File: src/rtl/pc_pkg.sv
// Shared fetch-PC definitions: default widths/vectors and the next-PC source selector.
package pc_pkg;
    localparam int          XLEN        = 32;
    localparam logic [31:0] RESET_VEC   = 32'h0000_0000;
    localparam logic [31:0] TRAP_VEC    = 32'h0000_0100;
    localparam int          INSTR_BYTES = 4;

    typedef enum logic [2:0] {
        SEL_TRAP,
        SEL_MRET,
        SEL_REDIR,
        SEL_HOLD,
        SEL_RAS,
        SEL_SEQ
    } pc_sel_t;
endpackage

File: src/rtl/pc_gen_ras_stack.sv
// Circular return-address stack: newest entry sits just below ptr; a push when full
// overwrites the oldest entry.
module ras_stack #(
    parameter int RAS_DEPTH = 4,
    parameter int XLEN      = 32
) (
    input  logic            clk,
    input  logic            reset,
    input  logic            push,
    input  logic            pop,
    input  logic            swap,
    input  logic [XLEN-1:0] push_data,
    output logic [XLEN-1:0] top,
    output logic            empty,
    output logic            full
);
    localparam int PTR_W = $clog2(RAS_DEPTH);
    localparam int CNT_W = $clog2(RAS_DEPTH + 1);

    logic [XLEN-1:0]  entries [RAS_DEPTH];
    logic [PTR_W-1:0] ptr;
    logic [PTR_W-1:0] top_idx;
    logic [CNT_W-1:0] count;

    assign top_idx = ptr - PTR_W'(1);
    assign top     = entries[top_idx];
    assign empty   = (count == '0);
    assign full    = (count == CNT_W'(RAS_DEPTH));

    always_ff @(posedge clk or negedge reset) begin
        if (!reset) begin
            ptr   <= '0;
            count <= '0;
            for (int i = 0; i < RAS_DEPTH; i++) entries[i] <= '0;
        end else if (push) begin
            entries[ptr] <= push_data;
            ptr          <= ptr + PTR_W'(1);
            if (!full) count <= count + CNT_W'(1);
        end else if (pop) begin
            ptr   <= top_idx;
            count <= count - CNT_W'(1);
        end else if (swap) begin
            entries[top_idx] <= push_data;
        end
    end
endmodule

File: src/rtl/pc_gen_ras.sv
// Fetch PC generator: prioritised next-PC selection (trap, mret, redirect, stall, RAS, sequential)
// with an EPC register and a return-address stack for return prediction.
module pc_gen_ras
    import pc_pkg::*;
#(
    parameter int              XLEN      = pc_pkg::XLEN,
    parameter logic [XLEN-1:0] RESET_VEC = XLEN'(pc_pkg::RESET_VEC),
    parameter logic [XLEN-1:0] TRAP_VEC  = XLEN'(pc_pkg::TRAP_VEC),
    parameter int              RAS_DEPTH = 4
) (
    input  logic            clk,
    input  logic            reset,
    input  logic            stall,
    input  logic            redirect_valid,
    input  logic [XLEN-1:0] redirect_target,
    input  logic            trap_valid,
    input  logic            mret_valid,
    input  logic            call,
    input  logic            ret,
    output logic [XLEN-1:0] pc_out,
    output logic [XLEN-1:0] pc_plus4,
    output logic [XLEN-1:0] epc_out,
    output logic            misaligned,
    output logic            ras_empty,
    output logic            ras_full
);
    pc_sel_t         sel;
    logic            mis_redir;
    logic [XLEN-1:0] pc_next;
    logic [XLEN-1:0] ras_top;
    logic            ras_en;
    logic            ras_push;
    logic            ras_pop;
    logic            ras_swap;

    assign pc_plus4  = pc_out + XLEN'(INSTR_BYTES);
    assign mis_redir = redirect_valid && (redirect_target[1:0] != 2'b00);

    always_comb begin
        sel = SEL_SEQ;
        if (trap_valid || mis_redir) sel = SEL_TRAP;
        else if (mret_valid)         sel = SEL_MRET;
        else if (redirect_valid)     sel = SEL_REDIR;
        else if (stall)              sel = SEL_HOLD;
        else if (ret && !ras_empty)  sel = SEL_RAS;
    end

    always_comb begin
        pc_next = pc_plus4;
        case (sel)
            SEL_TRAP:  pc_next = TRAP_VEC;
            SEL_MRET:  pc_next = epc_out;
            SEL_REDIR: pc_next = redirect_target;
            SEL_HOLD:  pc_next = pc_out;
            SEL_RAS:   pc_next = ras_top;
            default:   pc_next = pc_plus4;
        endcase
    end

    // call+ret with a live entry swaps the top; with an empty stack it degrades to a push
    assign ras_en   = (sel == SEL_RAS) || (sel == SEL_SEQ);
    assign ras_swap = ras_en && call && ret && !ras_empty;
    assign ras_push = ras_en && call && !(ret && !ras_empty);
    assign ras_pop  = ras_en && ret && !call && !ras_empty;

    always_ff @(posedge clk or negedge reset) begin
        if (!reset) begin
            pc_out     <= RESET_VEC;
            epc_out    <= '0;
            misaligned <= 1'b0;
        end else begin
            pc_out     <= pc_next;
            misaligned <= !trap_valid && mis_redir;
            if (sel == SEL_TRAP) epc_out <= pc_out;
        end
    end

    ras_stack #(
        .RAS_DEPTH (RAS_DEPTH),
        .XLEN      (XLEN)
    ) u_ras (
        .clk       (clk),
        .reset     (reset),
        .push      (ras_push),
        .pop       (ras_pop),
        .swap      (ras_swap),
        .push_data (pc_plus4),
        .top       (ras_top),
        .empty     (ras_empty),
        .full      (ras_full)
    );
endmodule

File: config.mk
export PLATFORM = sky130hd
export DESIGN_NAME = pc_gen_ras
export DESIGN_NICKNAME = d
export VERILOG_FILES = /design/src/rtl/pc_pkg.sv /design/src/rtl/pc_gen_ras_stack.sv /design/src/rtl/pc_gen_ras.sv
export SDC_FILE = /design/constraint.sdc
export NUM_CORES = 1
export LEC_CHECK = 0
export ABC_AREA = 1
export BUFFER_PORTS_ARGS = -buffer_cell sky130_fd_sc_hd__buf_4
export CAP_MARGIN = 25
export CORE_ASPECT_RATIO = 1.2
export CORE_UTILIZATION = 45
export DETAILED_ROUTE_END_ITERATION = 7
export GPL_TIMING_DRIVEN = 0
export PLACE_DENSITY = 0.73
export SLEW_MARGIN = 30
export SYNTH_ARGS = -nofsm -noshare
export SYNTH_HDL_FRONTEND = slang
export SYNTH_SLANG_ARGS = --single-unit
export TNS_END_PERCENT = 20
File: constraint.sdc
create_clock -name clk -period 4.2 [get_ports clk]
set_input_delay 0.42 -clock clk [delete_from_list [all_inputs] [get_ports clk]]
set_output_delay 0.42 -clock clk [all_outputs]
set_load 0.02 [all_outputs]
==> results.json, run 1 <==
{
  "clkTransAtPathRegs_ns": 0.07,
  "critPathRequiredTime_ns": 4.59,
  "yosysMostFrequentCell": "nand2_1",
  "p_per_area_mw_per_mm2": 503,
  "gr-total-overflow": 0,
  "finalSetupViolations": 0,
  "grt_pass1_wl_mm": 56.1,
  "vdd.ir_drop.worst_mv": 0.341,
  "num_antenna_cells": 0,
  "status": "complete, no violations",
  "synth_top_area_share_pct": 48.3,
  "setup_ws_ns": 0.846,
  "ys_ff_latch": 198,
  "pin_count": 139,
  "ant_nets": 0,
  "clockBufferDepth": 2,
  "gp_congestion": 1.01,
  "drt_iter0_markers": 1169,
  "drt-wirelength-per-cell_um": 19.7,
  "crit_buf_inv": 6,
  "post-place-ws_ns": 0.977,
  "rsz0062_at_grt": "no",
  "yosys-top-cells-count": "nand2_1, o21ai_0, dfrtp_1",
  "min_to": "misaligned$_DFF_PN0_",
  "netlist_instances": 1384,
  "cts_tree": "built",
  "drv_slew": 0,
  "placed_area_mm2": 0.0117,
  "core-area_mm2": 0.0224,
  "yosysUniqueCellTypes": 32,
  "use_met3_pct": 5.35,
  "final_nets": 1590,
  "use_met1_pct": 40.7,
  "antenna_found_initial": 0,
  "crit_type": "reg2reg",
  "max_freq_mhz": 298,
  "layoutNonFillerInstCount": 1836,
  "worstPathMaxFanout": 11,
  "tns_ns": 0,
  "design_area_mm2": 0.0123,
  "dieArea_mm2": 0.0234,
  "grt_max_degree": 89,
  "synth-edff-count": 0,
  "worstPathArrival_ns": 3.74,
  "busiest_layer": "met2",
  "drt-pass1-iter-count": 7,
  "cts_setup_buffers": 0,
  "via_per_inst": 5.64,
  "start_kind": "flip-flop",
  "cts_resized": 0,
  "r2r_end": "pc_out[24]$_DFFE_PN0P_",
  "timing.rr.start": "u_ras.ptr[0]$_DFFE_PN0P_",
  "numCtsBuffers": 17,
  "rrSetupSlack_ns": 0.85,
  "dieHeight_um": 167,
  "hp-class": "in2reg",
  "synth_area_leaders": "dfrtp_1, nand2_1, o21ai_0",
  "crit_path_max_incr_delay_ns": 0.55,
  "syn_nets": 1430,
  "syn2layout_area_growth_pct": 19.8,
  "synth_ff_type": "dfrtp_1",
  "fin_worst_skew_ns": 0.0114,
  "path_delay_family": "buffers and inverters",
  "io_buffers": 138,
  "synthArstFlopShare_pct": 100,
  "holdWs_ns": 0.125,
  "drive_above_1_share_pct": 16.6,
  "track_usage_pct": 31.8,
  "dp_hpwl_mm": 26.8,
  "layout.core_utilization_pct": 55.0,
  "vias": 10300,
  "initial_utilization_pct": 45.9,
  "worst-slew-pin-transition_ns": 0.804,
  "die_w_um": 140,
  "htreeDepth": 4,
  "finalPower_mw": 6.18,
  "path_cells": "buf_2, inv_2, clkbuf_1, ha_1, buf_2, inv_1, buf_1, o21ai_0, o21ai_0, nand2_1, o21ai_0, nor2_1, nand3_1",
  "grt.met2_usage_pct": 51.0,
  "reg2reg_depth": 13,
  "grt_pass1_vias": 10000,
  "ctsHoldBuffers": 1,
  "holdPathStages": 2,
  "synth.avg_cell_area_um2": 7.42,
  "post-route-min-period_ns": 3.35,
  "period_share_pct": 79.9,
  "insertion_delay_ns": 0.45,
  "max-slew-margin-rel_pct": 46.2,
  "crit_path_top_delay_cell": "clkbuf_1",
  "drc": 0,
  "worstSetupEndpointType": "flip-flop",
  "totalWireLength_mm": 36.1,
  "cts_root_buf": "clkbuf_16",
  "hold_viol_final": 0,
  "cts_num_sinks": 198,
  "min_from": "trap_valid",
  "row_count": 60,
  "placed_cells": 1803,
  "maxCapViolations": 0,
  "synth_warnings": 0,
  "synth_top_area_cell": "dfrtp_1",
  "synth_area_mm2": 0.0103,
  "ys_seq_area_share_pct": 48.3,
  "crit_top_cell": "o21ai_0",
  "p_leak_nw": 6.10
}
-- power by group --
part	leakage [nW]	total [mW]	internal, mW	switching (mW)
combinational	3.14	2.22	0.713	1.50
clock	0.282	1.62	0.839	0.785
sequential	2.68	2.34	2.15	0.190
-- how the worst max path moves through the flow --
stage | from | end | slack, ns | cells after the start
floorplan | u_ras.ptr[0]$_DFFE_PN0P_ | pc_out[24]$_DFFE_PN0P_ | 1.91 | 15
global placement | u_ras.ptr[0]$_DFFE_PN0P_ | pc_out[26]$_DFFE_PN0P_ | 1.02 | 14
detailed placement | u_ras.ptr[0]$_DFFE_PN0P_ | pc_out[30]$_DFFE_PN0P_ | 0.98 | 13
CTS | u_ras.ptr[0]$_DFFE_PN0P_ | pc_out[30]$_DFFE_PN0P_ | 0.96 | 13
global route | u_ras.ptr[0]$_DFFE_PN0P_ | pc_out[30]$_DFFE_PN0P_ | 0.66 | 13
finish | u_ras.ptr[0]$_DFFE_PN0P_ | pc_out[24]$_DFFE_PN0P_ | 0.85 | 13
-- final cells by class --
type,count,area (um2)
sequential,198,4950
inverter,126,473
buffer,70,352
tap,279,349
clock buffer,22,484
timing repair buffer,141,1110
fill,2157,10100
clock inverter,10,87.6
multi-input combinational,990,4490
-- kinds of logic (layout without fill, tap and decap cells) --
logic type,count (synthesis),count (layout),share of synthesized area (%)
DFF,198,198,48.3
adders and majority gates,6,6,0.731
buffers and inverters,196,369,8.03
and+or+nand+nor,695,695,28.3
AOI/OAI and AO/OA,280,280,13.9
xor gates and xnor gates,9,9,0.841
-- registers in the layout (all words and copies together), names as in the netlist --
register,count
epc_out,32
u_ras.entries,128
u_ras.count,3
pc_out,32
u_ras.ptr,2
misaligned,1
-- cell usage in the layout (no fill, tap or decap), types with 2 or more instances in the layout --
| cell type | instances |
|---|---|
| clkbuf_8 | 4 |
| xor2_1 | 8 |
| nor2_1 | 136 |
| o21bai_1 | 3 |
| o21ai_0 | 218 |
| clkbuf_16 | 17 |
| o21ai_1 | 35 |
| inv_8 | 2 |
| a21oi_1 | 14 |
| nor3_4 | 2 |
| clkbuf_2 | 2 |
| nor2_2 | 10 |
| clkinv_4 | 3 |
| clkbuf_1 | 21 |
| buf_16 | 2 |
| inv_1 | 117 |
| buf_4 | 147 |
| ha_1 | 6 |
| nand2_4 | 2 |
| buf_1 | 4 |
| o22ai_1 | 7 |
| o211ai_1 | 3 |
| nand2_1 | 427 |
| dfrtp_1 | 198 |
| nor2_4 | 4 |
| inv_2 | 9 |
| buf_2 | 33 |
| nand4_1 | 15 |
| and2_4 | 4 |
| nor3_1 | 5 |
| nand3_1 | 79 |
| nand2_2 | 8 |
| inv_6 | 3 |
-- metal layers --
metal	wire length, um	part of all wire, %
met1	14700	41
met2	17000	47
met3	2550	7.1
met4	1860	5.2
met5	0	0
Note: power is estimated with default switching activity, not from simulation.
==> run 2: changes to the inputs <==
--- a/config.mk
+++ b/config.mk
@@ -5,14 +5,14 @@
 export SDC_FILE = /design/constraint.sdc
 export NUM_CORES = 1
 export LEC_CHECK = 0
-export ABC_AREA = 1
+export ABC_AREA = 0
 export BUFFER_PORTS_ARGS = -buffer_cell sky130_fd_sc_hd__buf_4
 export CAP_MARGIN = 25
 export CORE_ASPECT_RATIO = 1.2
 export CORE_UTILIZATION = 45
 export DETAILED_ROUTE_END_ITERATION = 7
 export GPL_TIMING_DRIVEN = 0
-export PLACE_DENSITY = 0.73
+export PLACE_DENSITY = 0.76
 export SLEW_MARGIN = 30
 export SYNTH_ARGS = -nofsm -noshare
 export SYNTH_HDL_FRONTEND = slang
==> constraint.sdc (replaced) <==
create_clock -name clk -period 2.9 [get_ports clk]
set_input_delay 0.29 -clock clk [delete_from_list [all_inputs] [get_ports clk]]
set_output_delay 0.29 -clock clk [all_outputs]
set_load 0.02 [all_outputs]
==> results.json, run 2 <==
{
  "drive_above_1_share_pct": 30.9,
  "start_kind": "flip-flop",
  "p_seq_share_pct": 43.7,
  "crit_buf_inv": 3,
  "hp-class": "in2reg",
  "rrSetupSlack_ns": 0.09,
  "synth_top_area_share_pct": 52.0,
  "dieHeight_um": 161,
  "worstSetupEndpointType": "output pin",
  "synth.avg_cell_area_um2": 10.6,
  "rsz0062_at_grt": "yes",
  "clkTransAtPathRegs_ns": 0.07,
  "via_per_inst": 6.31,
  "p_per_area_mw_per_mm2": 742,
  "cts_num_sinks": 198,
  "fin_worst_skew_ns": 0.00988,
  "gr-total-overflow": 0,
  "htreeDepth": 4,
  "track_usage_pct": 29.8,
  "syn_nets": 945,
  "worstPathMaxFanout": 7,
  "post-route-min-period_ns": 2.92,
  "crit_path_max_incr_delay_ns": 0.53,
  "finalSetupViolations": 1,
  "synth_area_leaders": "dfrtp_1, mux4_2, a21oi_1",
  "yosysMostFrequentCell": "dfrtp_1",
  "worst-slew-pin-transition_ns": 0.870,
  "crit_type": "reg2out",
  "drt-pass1-iter-count": 7,
  "largest_register_ffs": 128,
  "grt_pass1_wl_mm": 47.9,
  "core-area_mm2": 0.0205,
  "synth_top_family_by_area": "compound AO/OA/AOI/OAI gates",
  "p_leak_nw": 5.56,
  "clockBufferDepth": 2,
  "die_w_um": 135,
  "synth_ff_type": "dfrtp_1",
  "yosysUniqueCellTypes": 56,
  "cts_tree": "built",
  "grt_max_degree": 73,
  "synth.mux.area_fraction_pct": 13.2,
  "synth-simple-area-share_pct": 12.4,
  "num_antenna_cells": 0,
  "vdd.ir_drop.worst_mv": 0.472,
  "most-common-layout-cells": "dfrtp_1, buf_4, nor2_1",
  "intPower_mw": 5.90,
  "synth_warnings": 0,
  "synth-edff-count": 0,
  "totalWireLength_mm": 31.5,
  "ant_nets": 0,
  "max_freq_mhz": 342,
  "final_nets": 1107,
  "max-slew-margin-rel_pct": 42.0,
  "drc": 0,
  "critPathRequiredTime_ns": 2.61,
  "drt-wirelength-per-cell_um": 23.5,
  "synthAdderAreaFrac_pct": 0.788,
  "drt_iter0_markers": 1178,
  "violations": "negative setup slack",
  "vias": 8447,
  "ys_seq_area_share_pct": 52.0,
  "antenna_found_initial": 0,
  "yosys-top-cells-count": "dfrtp_1, nor2_1, a21oi_1",
  "gp_congestion": 0.933,
  "crit_path_top_delay_cell": "dfrtp_1",
  "maxCapViolations": 0,
  "cts_root_buf": "clkbuf_16",
  "synth_top_area_cell": "dfrtp_1",
  "pin_count": 139,
  "synthXorXnorAreaFrac_pct": 2.85,
  "switching_share_pct": 33.1,
  "clockPowerShare_pct": 26.7,
  "hold_viol_final": 0,
  "path_delay_family": "simple AND/OR/NAND/NOR gates",
  "regMostFlops": "u_ras.entries",
  "initial_utilization_pct": 46.5,
  "drv_slew": 0,
  "grt_pass1_vias": 8226,
  "row_count": 57,
  "status": "finished with violations",
  "numCtsBuffers": 17,
  "tns_ns": -0.0222,
  "period_share_pct": 101,
  "ys_ff_latch": 198,
  "io_buffers": 136,
  "final_common_cell": "dfrtp_1",
  "insertion_delay_ns": 0.45,
  "combPwrFrac_pct": 29.6,
  "netlist_instances": 899,
  "synth_compound_area_share_pct": 14.3,
  "holdWs_ns": 0.110,
  "path_cells": "nand3_2, or4_1, buf_2, o31a_1, nor2_4, inv_1, buf_4",
  "dp_hpwl_mm": 21.8,
  "p_sw_mw": 2.92,
  "synthArstFlopShare_pct": 100,
  "setup_ws_ns": -0.0222,
  "synth_area_mm2": 0.00952,
  "worstPathArrival_ns": 2.63,
  "dieArea_mm2": 0.0218,
  "syn2layout_area_growth_pct": 24.8,
  "reg_top3": "u_ras.entries: 128 flops, epc_out: 32 flops, pc_out: 32 flops"
}
==> run 2: layout make-up <==
class	instances	area [um2]
Timing Repair Buffer	144	1130
Tap cell	265	332
Clock buffer	18	439
Clock inverter	14	139
Sequential cell	198	4960
Inverter	35	131
Fill cell	1687	8580
Multi-Input combinational cell	602	4420
Buffer	63	330
==> run 2: cells by family after synthesis <==
family                     count (synthesis)
and+or+nand+nor                          262
AOI/OAI and AO/OA                        223
DFF                                      198
buffers and inverters                     99
muxes                                     80
xor gates and xnor gates                  31
adders and majority gates                  6
==> run 2: metal layers <==
layer,part of all wire (%),track usage (%)
met1,37,38.3
met2,49,47.7
met3,9.2,5.27
met4,5.6,17.2
met5,0,0
==> run 2: path summary, 6_finish.rpt <==
check / startpoint / end / cells after the start
hold / removal: redirect_target[27] / pc_out[27]$_DFFE_PN0P_ / 3
setup / recovery: pc_out[14]$_DFFE_PN0P_ / pc_plus4[24] / 7
hold reg to reg: u_ras.entries[34]$_DFFE_PN0P_ / u_ras.entries[34]$_DFFE_PN0P_ / 1
setup reg to reg: u_ras.count[1]$_DFFE_PN0P_ / u_ras.entries[89]$_DFFE_PN0P_ / 8
max in group asynchronous: reset / pc_out[22]$_DFFE_PN0P_ / 4
min in group asynchronous: reset / u_ras.entries[100]$_DFFE_PN0P_ / 2
==> run 2: power groups by stage <==
| stage | logic [mW] | clock network, mW | registers, mW |
|---|---|---|---|
| after floorplan | 1.67 | 0 | 3.81 |
| after CTS | 2.55 | 2.35 | 3.83 |
| after global routing | 2.80 | 2.46 | 3.91 |
| final | 2.61 | 2.35 | 3.85 |
| after global placement | 2.37 | 0 | 3.83 |
| after detailed placement | 2.46 | 0 | 3.87 |
==> run 2: through the flow <==
| step | std cells | area (um2) | utilization, % | power [mW] | setup slack, ns |
|---|---|---|---|---|---|
| floorplan | 899 | 9530 | - | 5.48 | -0.0765 |
| global placement | 1300 | 10900 | 53.2 | 6.20 | -1.24 |
| detailed placement | 1302 | 10900 | 53.5 | 6.33 | -1.29 |
| CTS | 1338 | 11700 | 57.3 | 8.73 | -0.0514 |
| global route | 1339 | 11900 | 58.1 | 9.17 | -0.102 |
| finish | 1339 | 11900 | 58.1 | 8.82 | -0.0222 |
==> run 2: repair_timing <==
item / CTS / global route
setup buffers: 4 / 1
endpoints found under the setup margin: 131 / 92
resized for setup: 36 / 28
endpoints found under the hold margin: 71 / 0
hold buffers: 1 / 0
pin swaps: 5 / 4
==> run 2: worst register-to-register path: stages, from the launching register on <==
cell and delay (ns):
dfrtp_1 0.32, clkbuf_1 0.27, o31a_1 0.22, clkbuf_1 0.41, nand2_1 0.16, a21oi_2 0.39, buf_2 0.45, buf_2 0.34
a21oi_1 0.11
